<file path="config.mk">
export PLATFORM = sky130hd
export DESIGN_NAME = gray_burst_ctrl_flat
export DESIGN_NICKNAME = d
export VERILOG_FILES = /design/src/rtl/gray_burst_ctrl_if.sv /design/src/rtl/gray_burst_ctrl.sv /design/src/flat_wrapper.sv
export SDC_FILE = /design/constraint.sdc
export NUM_CORES = 1
export LEC_CHECK = 0
export CAP_MARGIN = 20
export CORE_ASPECT_RATIO = 0.9
export CORE_UTILIZATION = 49
export DETAILED_ROUTE_END_ITERATION = 12
export PLACE_DENSITY_LB_ADDON = 0.3
export SETUP_SLACK_MARGIN = 0.15
export SLEW_MARGIN = 20
export SYNTH_ARGS = -nofsm -noshare
export SYNTH_HDL_FRONTEND = slang
export SYNTH_SLANG_ARGS = --single-unit
</file>
<file path="constraint.sdc">
create_clock -name clk -period 2 [get_ports clk]
set_input_delay 0.4 -clock clk [delete_from_list [all_inputs] [get_ports clk]]
set_output_delay 0.4 -clock clk [all_outputs]
set_load 0.01 [all_outputs]
</file>
<file path="src/rtl/gray_burst_ctrl_if.sv">
// Command/observation bundle between a burst master and the Gray-code position sequencer.
// Latency: wires only; no state in the interface.
// Backpressure: cmd_valid/cmd_ready handshake; the sequencer is the slave side.
interface gray_burst_ctrl_if #(
  parameter int N = 4
);
  logic         cmd_valid;
  logic         cmd_ready;
  logic [N-1:0] cmd_len;
  logic         cmd_dir;
  logic         cmd_clear;
  logic         pause;
  logic         abort;
  logic [N-1:0] gray;
  logic         step;
  logic         busy;
  logic         done;
  logic         err;

  // Command master: issues bursts and run controls, observes the position.
  modport master (
    output cmd_valid, cmd_len, cmd_dir, cmd_clear, pause, abort,
    input  cmd_ready, gray, step, busy, done, err
  );

  // Sequencer: accepts bursts and publishes the Gray-coded position.
  modport slave (
    input  cmd_valid, cmd_len, cmd_dir, cmd_clear, pause, abort,
    output cmd_ready, gray, step, busy, done, err
  );
endinterface

</file>
<file path="src/rtl/gray_burst_ctrl.sv">
// Burst sequencer: steps an N-bit position once per cycle and presents it Gray-coded.
// Latency: command accepted at edge k gives the first step at edge k+1; outputs are registered.
// Backpressure: cmd_ready only in IDLE; bursts are separated by a one-cycle DONE pulse.
module gray_burst_ctrl #(
  parameter int N       = 4,
  parameter bit WRAP_EN = 1'b1
) (
  input logic              clk,
  input logic              rst,
  gray_burst_ctrl_if.slave bus
);

  typedef enum logic [1:0] {
    S_IDLE  = 2'd0,
    S_RUN   = 2'd1,
    S_PAUSE = 2'd2,
    S_DONE  = 2'd3
  } state_t;

  localparam logic [N-1:0] ONE = N'(1);

  state_t       state_q, state_d;
  logic [N-1:0] bin_q,   bin_d;
  logic [N-1:0] rem_q,   rem_d;
  logic         dir_q,   dir_d;
  logic         step_q,  step_d;
  logic         err_q,   err_d;

  // The step about to be taken would leave the range (only matters when saturating).
  logic at_limit;
  assign at_limit = dir_q ? (bin_q == '0) : (bin_q == '1);

  // Next-state and datapath updates; abort beats pause beats stepping.
  always_comb begin
    state_d = state_q;
    bin_d   = bin_q;
    rem_d   = rem_q;
    dir_d   = dir_q;
    err_d   = err_q;
    step_d  = 1'b0;
    unique case (state_q)
      S_IDLE: begin
        if (bus.cmd_valid) begin
          dir_d   = bus.cmd_dir;
          rem_d   = bus.cmd_len;
          err_d   = 1'b0;
          if (bus.cmd_clear) bin_d = '0;
          state_d = (bus.cmd_len == '0) ? S_DONE : S_RUN;
        end
      end
      S_RUN: begin
        if (bus.abort) begin
          state_d = S_DONE;
        end else if (bus.pause) begin
          state_d = S_PAUSE;
        end else if (at_limit && !WRAP_EN) begin
          // Saturate: hold the position, flag it and drop the rest of the burst.
          err_d   = 1'b1;
          rem_d   = '0;
          state_d = S_DONE;
        end else begin
          bin_d   = dir_q ? (bin_q - ONE) : (bin_q + ONE);
          step_d  = 1'b1;
          rem_d   = rem_q - ONE;
          if (rem_q == ONE) state_d = S_DONE;
        end
      end
      S_PAUSE: begin
        if (bus.abort) begin
          state_d = S_DONE;
        end else if (!bus.pause) begin
          state_d = S_RUN;
        end
      end
      S_DONE: begin
        state_d = S_IDLE;
      end
      default: begin
        state_d = S_IDLE;
      end
    endcase
  end

  // State and datapath registers, cleared asynchronously.
  always_ff @(posedge clk or posedge rst) begin
    if (rst) begin
      state_q <= S_IDLE;
      bin_q   <= '0;
      rem_q   <= '0;
      dir_q   <= 1'b0;
      step_q  <= 1'b0;
      err_q   <= 1'b0;
    end else begin
      state_q <= state_d;
      bin_q   <= bin_d;
      rem_q   <= rem_d;
      dir_q   <= dir_d;
      step_q  <= step_d;
      err_q   <= err_d;
    end
  end

  assign bus.cmd_ready = (state_q == S_IDLE);
  assign bus.busy      = (state_q == S_RUN) || (state_q == S_PAUSE);
  assign bus.done      = (state_q == S_DONE);
  assign bus.gray      = bin_q ^ (bin_q >> 1);
  assign bus.step      = step_q;
  assign bus.err       = err_q;

endmodule

</file>
<file path="src/flat_wrapper.sv">
// flat-port wrapper written by rule: the top's interface ports become plain ports
module gray_burst_ctrl_flat 
#(
  parameter int N       = 4,
  parameter bit WRAP_EN = 1'b1
)
  (clk, rst, bus_cmd_valid, bus_cmd_len, bus_cmd_dir, bus_cmd_clear, bus_pause, bus_abort, bus_cmd_ready, bus_gray, bus_step, bus_busy, bus_done, bus_err);
  gray_burst_ctrl_if #(.N(N)) bus_i ();
  input logic clk;
  input logic rst;
  input wire logic [$bits(bus_i.cmd_valid)-1:0] bus_cmd_valid;
  input wire logic [$bits(bus_i.cmd_len)-1:0] bus_cmd_len;
  input wire logic [$bits(bus_i.cmd_dir)-1:0] bus_cmd_dir;
  input wire logic [$bits(bus_i.cmd_clear)-1:0] bus_cmd_clear;
  input wire logic [$bits(bus_i.pause)-1:0] bus_pause;
  input wire logic [$bits(bus_i.abort)-1:0] bus_abort;
  output wire logic [$bits(bus_i.cmd_ready)-1:0] bus_cmd_ready;
  output wire logic [$bits(bus_i.gray)-1:0] bus_gray;
  output wire logic [$bits(bus_i.step)-1:0] bus_step;
  output wire logic [$bits(bus_i.busy)-1:0] bus_busy;
  output wire logic [$bits(bus_i.done)-1:0] bus_done;
  output wire logic [$bits(bus_i.err)-1:0] bus_err;
  assign bus_i.cmd_valid = bus_cmd_valid;
  assign bus_i.cmd_len = bus_cmd_len;
  assign bus_i.cmd_dir = bus_cmd_dir;
  assign bus_i.cmd_clear = bus_cmd_clear;
  assign bus_i.pause = bus_pause;
  assign bus_i.abort = bus_abort;
  assign bus_cmd_ready = bus_i.cmd_ready;
  assign bus_gray = bus_i.gray;
  assign bus_step = bus_i.step;
  assign bus_busy = bus_i.busy;
  assign bus_done = bus_i.done;
  assign bus_err = bus_i.err;
  gray_burst_ctrl #(.N(N), .WRAP_EN(WRAP_EN)) u_core (.clk(clk), .rst(rst), .bus(bus_i));
endmodule
</file>
==> results of run 1 <==
path summary, 6_finish.rpt:
kind	endpoint	slack [ps]	start
min reg2reg	u_core.rem_q[1]	530	u_core.rem_q[1]
min	u_core.state_q[1]	430	rst
min in group clk	u_core.rem_q[1]	530	u_core.rem_q[1]
max reg2reg	u_core.state_q[0]	180	u_core.rem_q[1]
max in group asynchronous	u_core.bin_q[1]	1230	rst
max	u_core.state_q[0]	180	u_core.rem_q[1]
cells by family (layout without fill, tap and decap cells):
logic type,count (synthesis),count (layout),share of synthesized area
xor+xnor,5,5,0.0476
simple gates,30,30,0.184
mux,4,4,0.0517
fa+ha+maj,11,11,0.158
compound gates,22,22,0.167
buf+inv,11,35,0.0612
flops,12,12,0.327
other cells,1,1,0.00408
flip-flops by register name, summed over array words and instances (netlist names):
name and flops:
u_core.bin_q 4, u_core.rem_q 4, u_core.bus.step 1, u_core.dir_q 1
u_core.state_q 2
cell usage after synthesis (all sizes together), types with 2 or more instances:
master,instances,area [µm²]
a21oi,4,20.0
and2b,2,15.0
buf,3,26.3
dfrtp,12,300
ha,10,125
inv,7,26.3
mux2,3,37.5
nand2,11,41.3
nand2b,2,12.5
nand3,2,22.5
nor2,4,15.0
o211ai,2,25.0
o21ai,7,35.0
o31ai,2,15.0
or2,2,12.5
or3b,2,17.5
xor2,5,43.8
layout make-up:
class / instances / area share
repair buffers: 25 / 0.196
multi-input cells: 73 / 0.482
well taps: 24 / 0.0252
inverters: 7 / 0.0220
clock buffers: 3 / 0.0189
flip-flops and latches: 12 / 0.256
report_power, final:
group	internal [mW]	switching (mW)
registers	0.358	0.148
clock network	0.0699	0.0824
logic	0.638	0.620
total	1.07	0.850
what timing repair did:
action	in CTS	in global routing
hold endpoints to repair	0	0
resized for setup	7	7
buffers inserted	0	1
endpoints found under the setup margin	4	6
cloned	0	0
pin swaps	0	1
stage by stage:
stage          hold slack, ps  setup WS (ps)
4_1_cts                   443            151
3_5_place_dp              516           41.2
2_1_floorplan             265            209
6_report                  429            181
3_3_place_gp              504           91.5
5_1_grt                   484            120
per-layer routing:
metal	share of wire	up-vias	global-route usage	wire length, µm
met5	0	-	0	0
met4	0.039	0	0.139	79
met3	0.064	8	0.0681	128
met2	0.45	27	0.364	910
met1	0.44	353	0.282	891
li1	-	379	-	-
==> reports/qor.txt, run 1 <==
Site Rows = 14
CP peak stage delay = 400 ps
Min Tclk post-route = 1820 ps
Dpl cells = 140
Antenna-violating nets left = 0
Vias per std cell = 5.33
Largest net degree at the start of global routing = 13
Critical path required time = 2160 ps
Post-layout util = 0.695
CP max-delay cell = dfrtp_1
Endpoints failing setup = 0
Worst-path cell chain = inv_1, ha_1, or3b_1, a221o_1, o31ai_2, o31ai_1
Register area = 305 µm²
Worst Hold Class = in -> async
Setup TNS = 0 ps
Finished Layout Cells = 144
Routability cong. = 0.819
CTS clk-pin slew, worst paths = 70 ps
FMAX = 550 MHz
Number of H-tree levels = 1
Critical path type = reg -> reg
RSZ-0062 raised after global routing = true
Run status = finished, final reports clean
Crit path depth = 6
Post-placement cell area = 1140 µm²
Hold buffers post-CTS = 0
Hpwl dp = 1570 µm
Fin Clk Skew = 1.85 ps
Max-cap violations = 0
Antenna cells = 0
Clk_lat worst skew = 280 ps
Root buffer cell = clkbuf_4
Power Total = 1.92 mW
Core area = 1720 µm²
Io pins = 20
Area delta synth->final = 29.7%
Routed via count = 767
Commonest cells after routing, fill and taps aside = clkdlybuf4s50_1, nand2_1, ha_1, dfrtp_1, buf_4
CP endpoint kind = flip-flop
EDFF count, synth = 0
Final period util = 0.910
Clock buffer depth = 2
Share of layout cells above drive strength 1 = 0.225
Filler instances = 140
Synthesized flop and latch total = 12
Crit path arrival time = 1980 ps
Num Clock Sinks = 12
VDD IR-drop max = 946 µV
First-pass GRT wire length = 3250 µm
Syn Inst Count = 96
GRT overflow = 0
Crit path launch type = flip-flop
Routed wire length = 2010 µm
CTS tree = built
Area of the multi-input gates = 574 µm²
Finished Cell Area = 1190 µm²
Sequential cell area fraction in the yosys report = 0.327
Post-route DRC = 0
CP bufs+invs = 1
Die height = 43.1 µm
Synth Flop Type = dfrtp_1
Initial DRC count = 22
Gr usage total = 0.236
Final nets = 144
Yosys Warn Count = 0
Leakage = 0.584 nW
Cts bufs inserted = 3
Syn_nets = 118
Worst-path maximum fanout = 4
Register-to-Register Path Depth = 6
Drt pass-1 iters = 4
Slew Viols, Final = 0
PortBufs = 18
Hold Vio Cnt, Final = 0
Die Width = 47.7 µm
Die ar. = 2050 µm²
Pwr/cell area = 1610 nW/µm²
Most common cell after layout, fill and taps aside = clkdlybuf4s50_1
Syn Area/Cell = 9.58 µm²
Routed len/inst = 14.0 µm
Post-synthesis cell type count = 37
Cell Area, Synth = 920 µm²
Initial Utilization = 0.536
Family with the most delay on the worst path = compound AO/OA/AOI/OAI gates
Async SR Flop Fraction = 1.00
Initial antenna violation count = 0
Vias in the first global route = 776
No activity file was read; power rests on OpenSTA's default activity.
==> run 2: changes to the inputs <==
--- a/config.mk
+++ b/config.mk
@@ -11,6 +11,7 @@
 export DETAILED_ROUTE_END_ITERATION = 12
 export PLACE_DENSITY_LB_ADDON = 0.3
 export SETUP_SLACK_MARGIN = 0.15
+export SKIP_CTS_REPAIR_TIMING = 1
 export SLEW_MARGIN = 20
 export SYNTH_ARGS = -nofsm -noshare
 export SYNTH_HDL_FRONTEND = slang
==> run 2 against run 1 <==
Effect of this change:
- utilization rose by 3.6 points
- largest power group unchanged
- critical path depth did not move
- critical endpoint unchanged
- critical path type unchanged
- via count rose by 4.8%
- non-clock buffer count rose by 3
- final cell count rose by 2.1%
- largest cell class unchanged
- global-route usage rose by 0.51 points
- clock power barely moved
- total power rose by 7.2%
==> reports/qor.txt, run 2 (synthesized netlist as in run 1, its figures left out) <==
Routed len/inst = 15.3 µm (+9.9%)
Sequential power share = 0.249 (-0.015)
RSZ-0062 raised after global routing = true
FF-to-FF setup slack = 170 ps (about the same)
CP max-delay cell = dfrtp_1
Leakage = 0.631 nW (+8.0%)
Slew Viols, Final = 0 (unchanged)
Internal = 1.15 mW (+7.6%)
CTS clk-pin slew, worst paths = 70 ps (about the same)
Antenna-violating nets left = 0 (unchanged)
Crit path launch type = flip-flop
Number of H-tree levels = 1 (unchanged)
Critical path required time = 2160 ps (about the same)
CTS tree = built
Die height = 43.1 µm (unchanged)
Area of the multi-input gates = 602 µm² (+4.8%)
Fin Clk Skew = 4.17 ps (+2.32 ps)
Vias per std cell = 5.47 (+2.7%)
Family with the most delay on the worst path = compound AO/OA/AOI/OAI gates
Initial Utilization = 0.536 (unchanged)
Sw frac = 0.441 (-0.00229)
Biggest regs = u_core.bin_q (4), u_core.rem_q (4), u_core.state_q (2)
Worst Hold Class = in -> async
FF-to-FF Start = u_core.rem_q[1]
Critical path type = reg -> reg
Gr usage total = 0.241 (+0.00506)
Drt pass-1 iters = 4 (unchanged)
Largest net degree at the start of global routing = 13 (unchanged)
Reg-to-Reg End = u_core.state_q[0]
Initial DRC count = 20 (-9.1%)
Routed via count = 804 (+4.8%)
Pwr/cell area = 1640 nW/µm² (+1.9%)
Initial antenna violation count = 0 (unchanged)
Post-placement cell area = 1140 µm² (unchanged)
Hpwl dp = 1570 µm (unchanged)
Die Width = 47.7 µm (unchanged)
Die ar. = 2050 µm² (unchanged)
Io pins = 20 (unchanged)
Final nets = 147 (+2.1%)
Clock buffer depth = 2 (unchanged)
Setup TNS = 0 ps (unchanged)
Filler instances = 127 (-9.3%)
Crit path from = u_core.rem_q[1]
Commonest cells after routing, fill and taps aside = clkdlybuf4s50_1, nand2_1, buf_4, dfrtp_1, ha_1
Max-cap violations = 0 (unchanged)
Min Tclk post-route = 1830 ps (+14.4 ps)
Finished Cell Area = 1250 µm² (+5.1%)
Post-route DRC = 0 (unchanged)
FMAX = 545 MHz (-0.78%)
Endpoints failing setup = 0 (unchanged)
Logic pwr share = 0.676 (+0.019)
Register area = 305 µm² (unchanged)
Routability cong. = 0.819 (unchanged)
Crit path arrival time = 1990 ps (about the same)
Clock power frac = 0.074 (-0.006)
First-pass GRT wire length = 3300 µm (+1.5%)
Share of layout cells above drive strength 1 = 0.276 (+0.0514)
Antenna cells = 0 (unchanged)
Worst-path cell chain = inv_2, ha_4, or3b_4, a221o_1, o31ai_2, o31ai_1
Crit path depth = 6 (unchanged)
Power Total = 2.05 mW (+7.2%)
PortBufs = 18 (unchanged)
GRT overflow = 0 (unchanged)
Hold Vio Cnt, Final = 0 (unchanged)
Cts bufs inserted = 3 (unchanged)
CP peak stage delay = 410 ps (about the same)
P_sw = 0.906 mW (+6.6%)
Clk_lat worst skew = 280 ps (about the same)
Num Clock Sinks = 12 (unchanged)
Routed wire length = 2260 µm (+12%)
Core area = 1720 µm² (unchanged)
Most common cell after layout, fill and taps aside = clkdlybuf4s50_1
Site Rows = 14 (unchanged)
CP endpoint kind = flip-flop
Worst-path maximum fanout = 4 (unchanged)
Vias in the first global route = 783 (+0.90%)
Final period util = 0.917 (+0.00718)
CP bufs+invs = 1 (unchanged)
Area delta synth->final = 36.3%
VDD IR-drop max = 977 µV (+3.3%)
Root buffer cell = clkbuf_4
Worst setup path end = u_core.state_q[0]
Register-to-Register Path Depth = 6 (unchanged)
Run status = finished, final reports clean
## run 2: final cells by class
class | instances | area share
clock buffer | 3 | 0.0180
inverter | 7 | 0.0210
multi-input combinational | 73 | 0.480
sequential | 12 | 0.244
tap | 24 | 0.0240
timing repair buffer | 28 | 0.214
## run 2: worst min path at each step
stage	to	slack [ps]	cells after the start
4_1_cts	u_core.state_q[1]	440	2
2_1_floorplan	u_core.bin_q[0]	260	1
6_report	u_core.state_q[1]	430	2
3_3_place_gp	u_core.rem_q[1]	500	2
5_1_grt	u_core.state_q[1]	480	2
3_5_place_dp	u_core.rem_q[1]	520	2
## run 2: power by group through the flow
stage | logic [mW] | registers (mW) | clock network [mW]
2_1_floorplan | 0.823 | 0.462 | 0
3_3_place_gp | 1.20 | 0.485 | 0
3_5_place_dp | 1.25 | 0.497 | 0
4_1_cts | 1.26 | 0.492 | 0.158
5_1_grt | 1.53 | 0.530 | 0.168
6_report | 1.39 | 0.512 | 0.153
## run 2: per-layer routing
layer | vias up | wire [µm] | global-route usage
li1 | 384 | - | -
met1 | 381 | 943 | 0.279
met2 | 31 | 1110 | 0.375
met3 | 8 | 128 | 0.0681
met4 | 0 | 78 | 0.156
met5 | - | 0 | 0
## run 2: metrics by stage
| step | instances | util | worst slack (ps) | hold WS (ps) |
|---|---|---|---|---|
| final | 147 | 0.730 | 166 | 428 |
| after global placement | 140 | 0.667 | 91.5 | 504 |
| after global routing | 147 | 0.730 | 110 | 481 |
| after CTS | 143 | 0.680 | -89.6 | 443 |
| after floorplan | 96 | - | 209 | 265 |
| after detailed placement | 140 | 0.667 | 41.2 | 516 |
==> run 3: changes to the inputs <==
--- a/config.mk
+++ b/config.mk
@@ -8,6 +8,7 @@
 export CAP_MARGIN = 20
 export CORE_ASPECT_RATIO = 0.9
 export CORE_UTILIZATION = 49
+export CTS_CLUSTER_SIZE = 25
 export DETAILED_ROUTE_END_ITERATION = 12
 export PLACE_DENSITY_LB_ADDON = 0.3
 export SETUP_SLACK_MARGIN = 0.15
@@ -16,3 +17,4 @@
 export SYNTH_ARGS = -nofsm -noshare
 export SYNTH_HDL_FRONTEND = slang
 export SYNTH_SLANG_ARGS = --single-unit
+export TNS_END_PERCENT = 20
==> run 3 against run 2 <==
Effect of this change:
- count of clock-buffer cells in the layout is the same
- clock power is essentially flat
- sequential cell count is the same
- first-iteration DRC count shrank 50%
- total power shrank 5.0%
- worst setup slack lost 39 ps
- combinational power shrank 6%
- die area is the same
- fmax shrank 2.1%
==> reports/qor.txt, run 3 (synthesized netlist as in run 1, its figures left out) <==
VDD IR-drop max = 929 µV (-4.9%)
Number of H-tree levels = 1 (unchanged)
Hold Vio Cnt, Final = 0 (unchanged)
Share of layout cells above drive strength 1 = 0.215 (-0.0615)
Max-cap violations = 0 (unchanged)
Initial DRC count = 10 (-50%)
Largest net degree at the start of global routing = 13 (unchanged)
Critical path required time = 2160 ps (about the same)
First-pass GRT wire length = 3300 µm (unchanged)
Die ar. = 2050 µm² (unchanged)
Crit path arrival time = 2030 ps (+40 ps)
Root buffer cell = clkbuf_4
Vias per std cell = 5.31 (-2.9%)
Reg-to-Reg End = u_core.state_q[0]
Endpoints failing setup = 0 (unchanged)
Leakage = 0.621 nW (-1.5%)
CP endpoint kind = flip-flop
Routability cong. = 0.819 (unchanged)
Critical path type = reg -> reg
FMAX = 534 MHz (-2.1%)
Routed via count = 770 (-4.2%)
Worst Hold Class = in -> async
Routed len/inst = 14.5 µm (-5.7%)
Hpwl dp = 1570 µm (unchanged)
Num Clock Sinks = 12 (unchanged)
Antenna-violating nets left = 0 (unchanged)
Io pins = 20 (unchanged)
RSZ-0062 raised after global routing = true
Cts bufs inserted = 3 (unchanged)
Worst setup path end = u_core.state_q[0]
Initial antenna violation count = 0 (unchanged)
Core area = 1720 µm² (unchanged)
Pwr/cell area = 1620 nW/µm² (-1.1%)
Most common cell after layout, fill and taps aside = clkdlybuf4s50_1
Hold Slack = 426 ps (-1.93 ps)
Final period util = 0.936 (+0.0197)
Finished Cell Area = 1200 µm² (-3.9%)
Die height = 43.1 µm (unchanged)
Area delta synth->final = 31.0%
Crit path launch type = flip-flop
Finished Layout Cells = 145 (-1.4%)
Dpl cells = 140 (unchanged)
Commonest cells after routing, fill and taps aside = clkdlybuf4s50_1, nand2_1, ha_1, dfrtp_1, buf_4
Fin Clk Skew = 4.41 ps (+0.240 ps)
Slew Viols, Final = 0 (unchanged)
Site Rows = 14 (unchanged)
Die Width = 47.7 µm (unchanged)
Clock buffer depth = 2 (unchanged)
Drt pass-1 iters = 4 (unchanged)
Run status = finished, final reports clean
Min Tclk post-route = 1870 ps (+39.4 ps)
CTS clk-pin slew, worst paths = 70 ps (about the same)
GRT overflow = 0 (unchanged)
PortBufs = 18 (unchanged)
Crit path from = u_core.state_q[0]
CTS tree = built
Post-route DRC = 0 (unchanged)
Antenna cells = 0 (unchanged)
Register-to-Register Path Depth = 6 (unchanged)
Vias in the first global route = 783 (unchanged)
Biggest regs = u_core.bin_q (4), u_core.rem_q (4), u_core.state_q (2)
Final nets = 145 (-1.4%)
Clk_lat worst skew = 280 ps (about the same)
FF-to-FF Start = u_core.state_q[0]
FF-to-FF setup slack = 130 ps (-40 ps)
Worst-path maximum fanout = 5 (+1)
Initial Utilization = 0.536 (unchanged)
Gr usage total = 0.241 (unchanged)
Post-placement cell area = 1140 µm² (unchanged)
Routed wire length = 2100 µm (-7.0%)
-- run 3: area by class of cell --
cell class                      count  area, µm²
Tap cell                           24       30.0
Sequential cell                    12        304
Multi-Input combinational cell     73        569
Clock buffer                        3       22.5
Fill cell                         132        512
Timing Repair Buffer               26        253
Inverter                            7       26.3
-- run 3: worst min-delay path by stage --
stage	from	endpoint	slack, ps	cells after the start
2_1_floorplan	rst	u_core.bin_q[0]	260	1
6_report	rst	u_core.rem_q[0]	430	2
5_1_grt	rst	u_core.rem_q[0]	480	2
4_1_cts	rst	u_core.state_q[1]	440	2
3_3_place_gp	u_core.rem_q[1]	u_core.rem_q[1]	500	2
3_5_place_dp	u_core.rem_q[1]	u_core.rem_q[1]	520	2
-- run 3: stage by stage --
step | util | setup WS (ps) | setup TNS [ps] | power (mW)
2_1_floorplan | - | 209 | 0 | 1.29
3_3_place_gp | 0.667 | 91.5 | 0 | 1.68
3_5_place_dp | 0.667 | 41.2 | 0 | 1.75
4_1_cts | 0.680 | -89.6 | -166 | 1.91
5_1_grt | 0.702 | 37.5 | 0 | 2.12
6_report | 0.702 | 127 | 0 | 1.95
-- run 3: layer usage --
metal	vias up	part of all wire	global-route usage
met5	-	0	0
met4	0	0.029	0.156
met3	6	0.066	0.0681
met2	28	0.46	0.375
met1	356	0.45	0.279
li1	380	-	-
-- run 3: power by group --
| group | internal (mW) | total (mW) | switching (mW) | leakage [nW] |
|---|---|---|---|---|
| clock network | 0.0700 | 0.153 | 0.0829 | 0.0138 |
| registers | 0.356 | 0.500 | 0.143 | 0.146 |
| logic | 0.669 | 1.30 | 0.630 | 0.461 |
| total | 1.10 | 1.95 | 0.856 | 0.621 |
-- run 3: critical path, cell delays in order (launching register included) --
cell	delay [ps]
dfrtp_2	440
buf_4	150
ha_1	250
nor3b_1	180
a221o_1	380
o31ai_1	240
o31ai_1	110
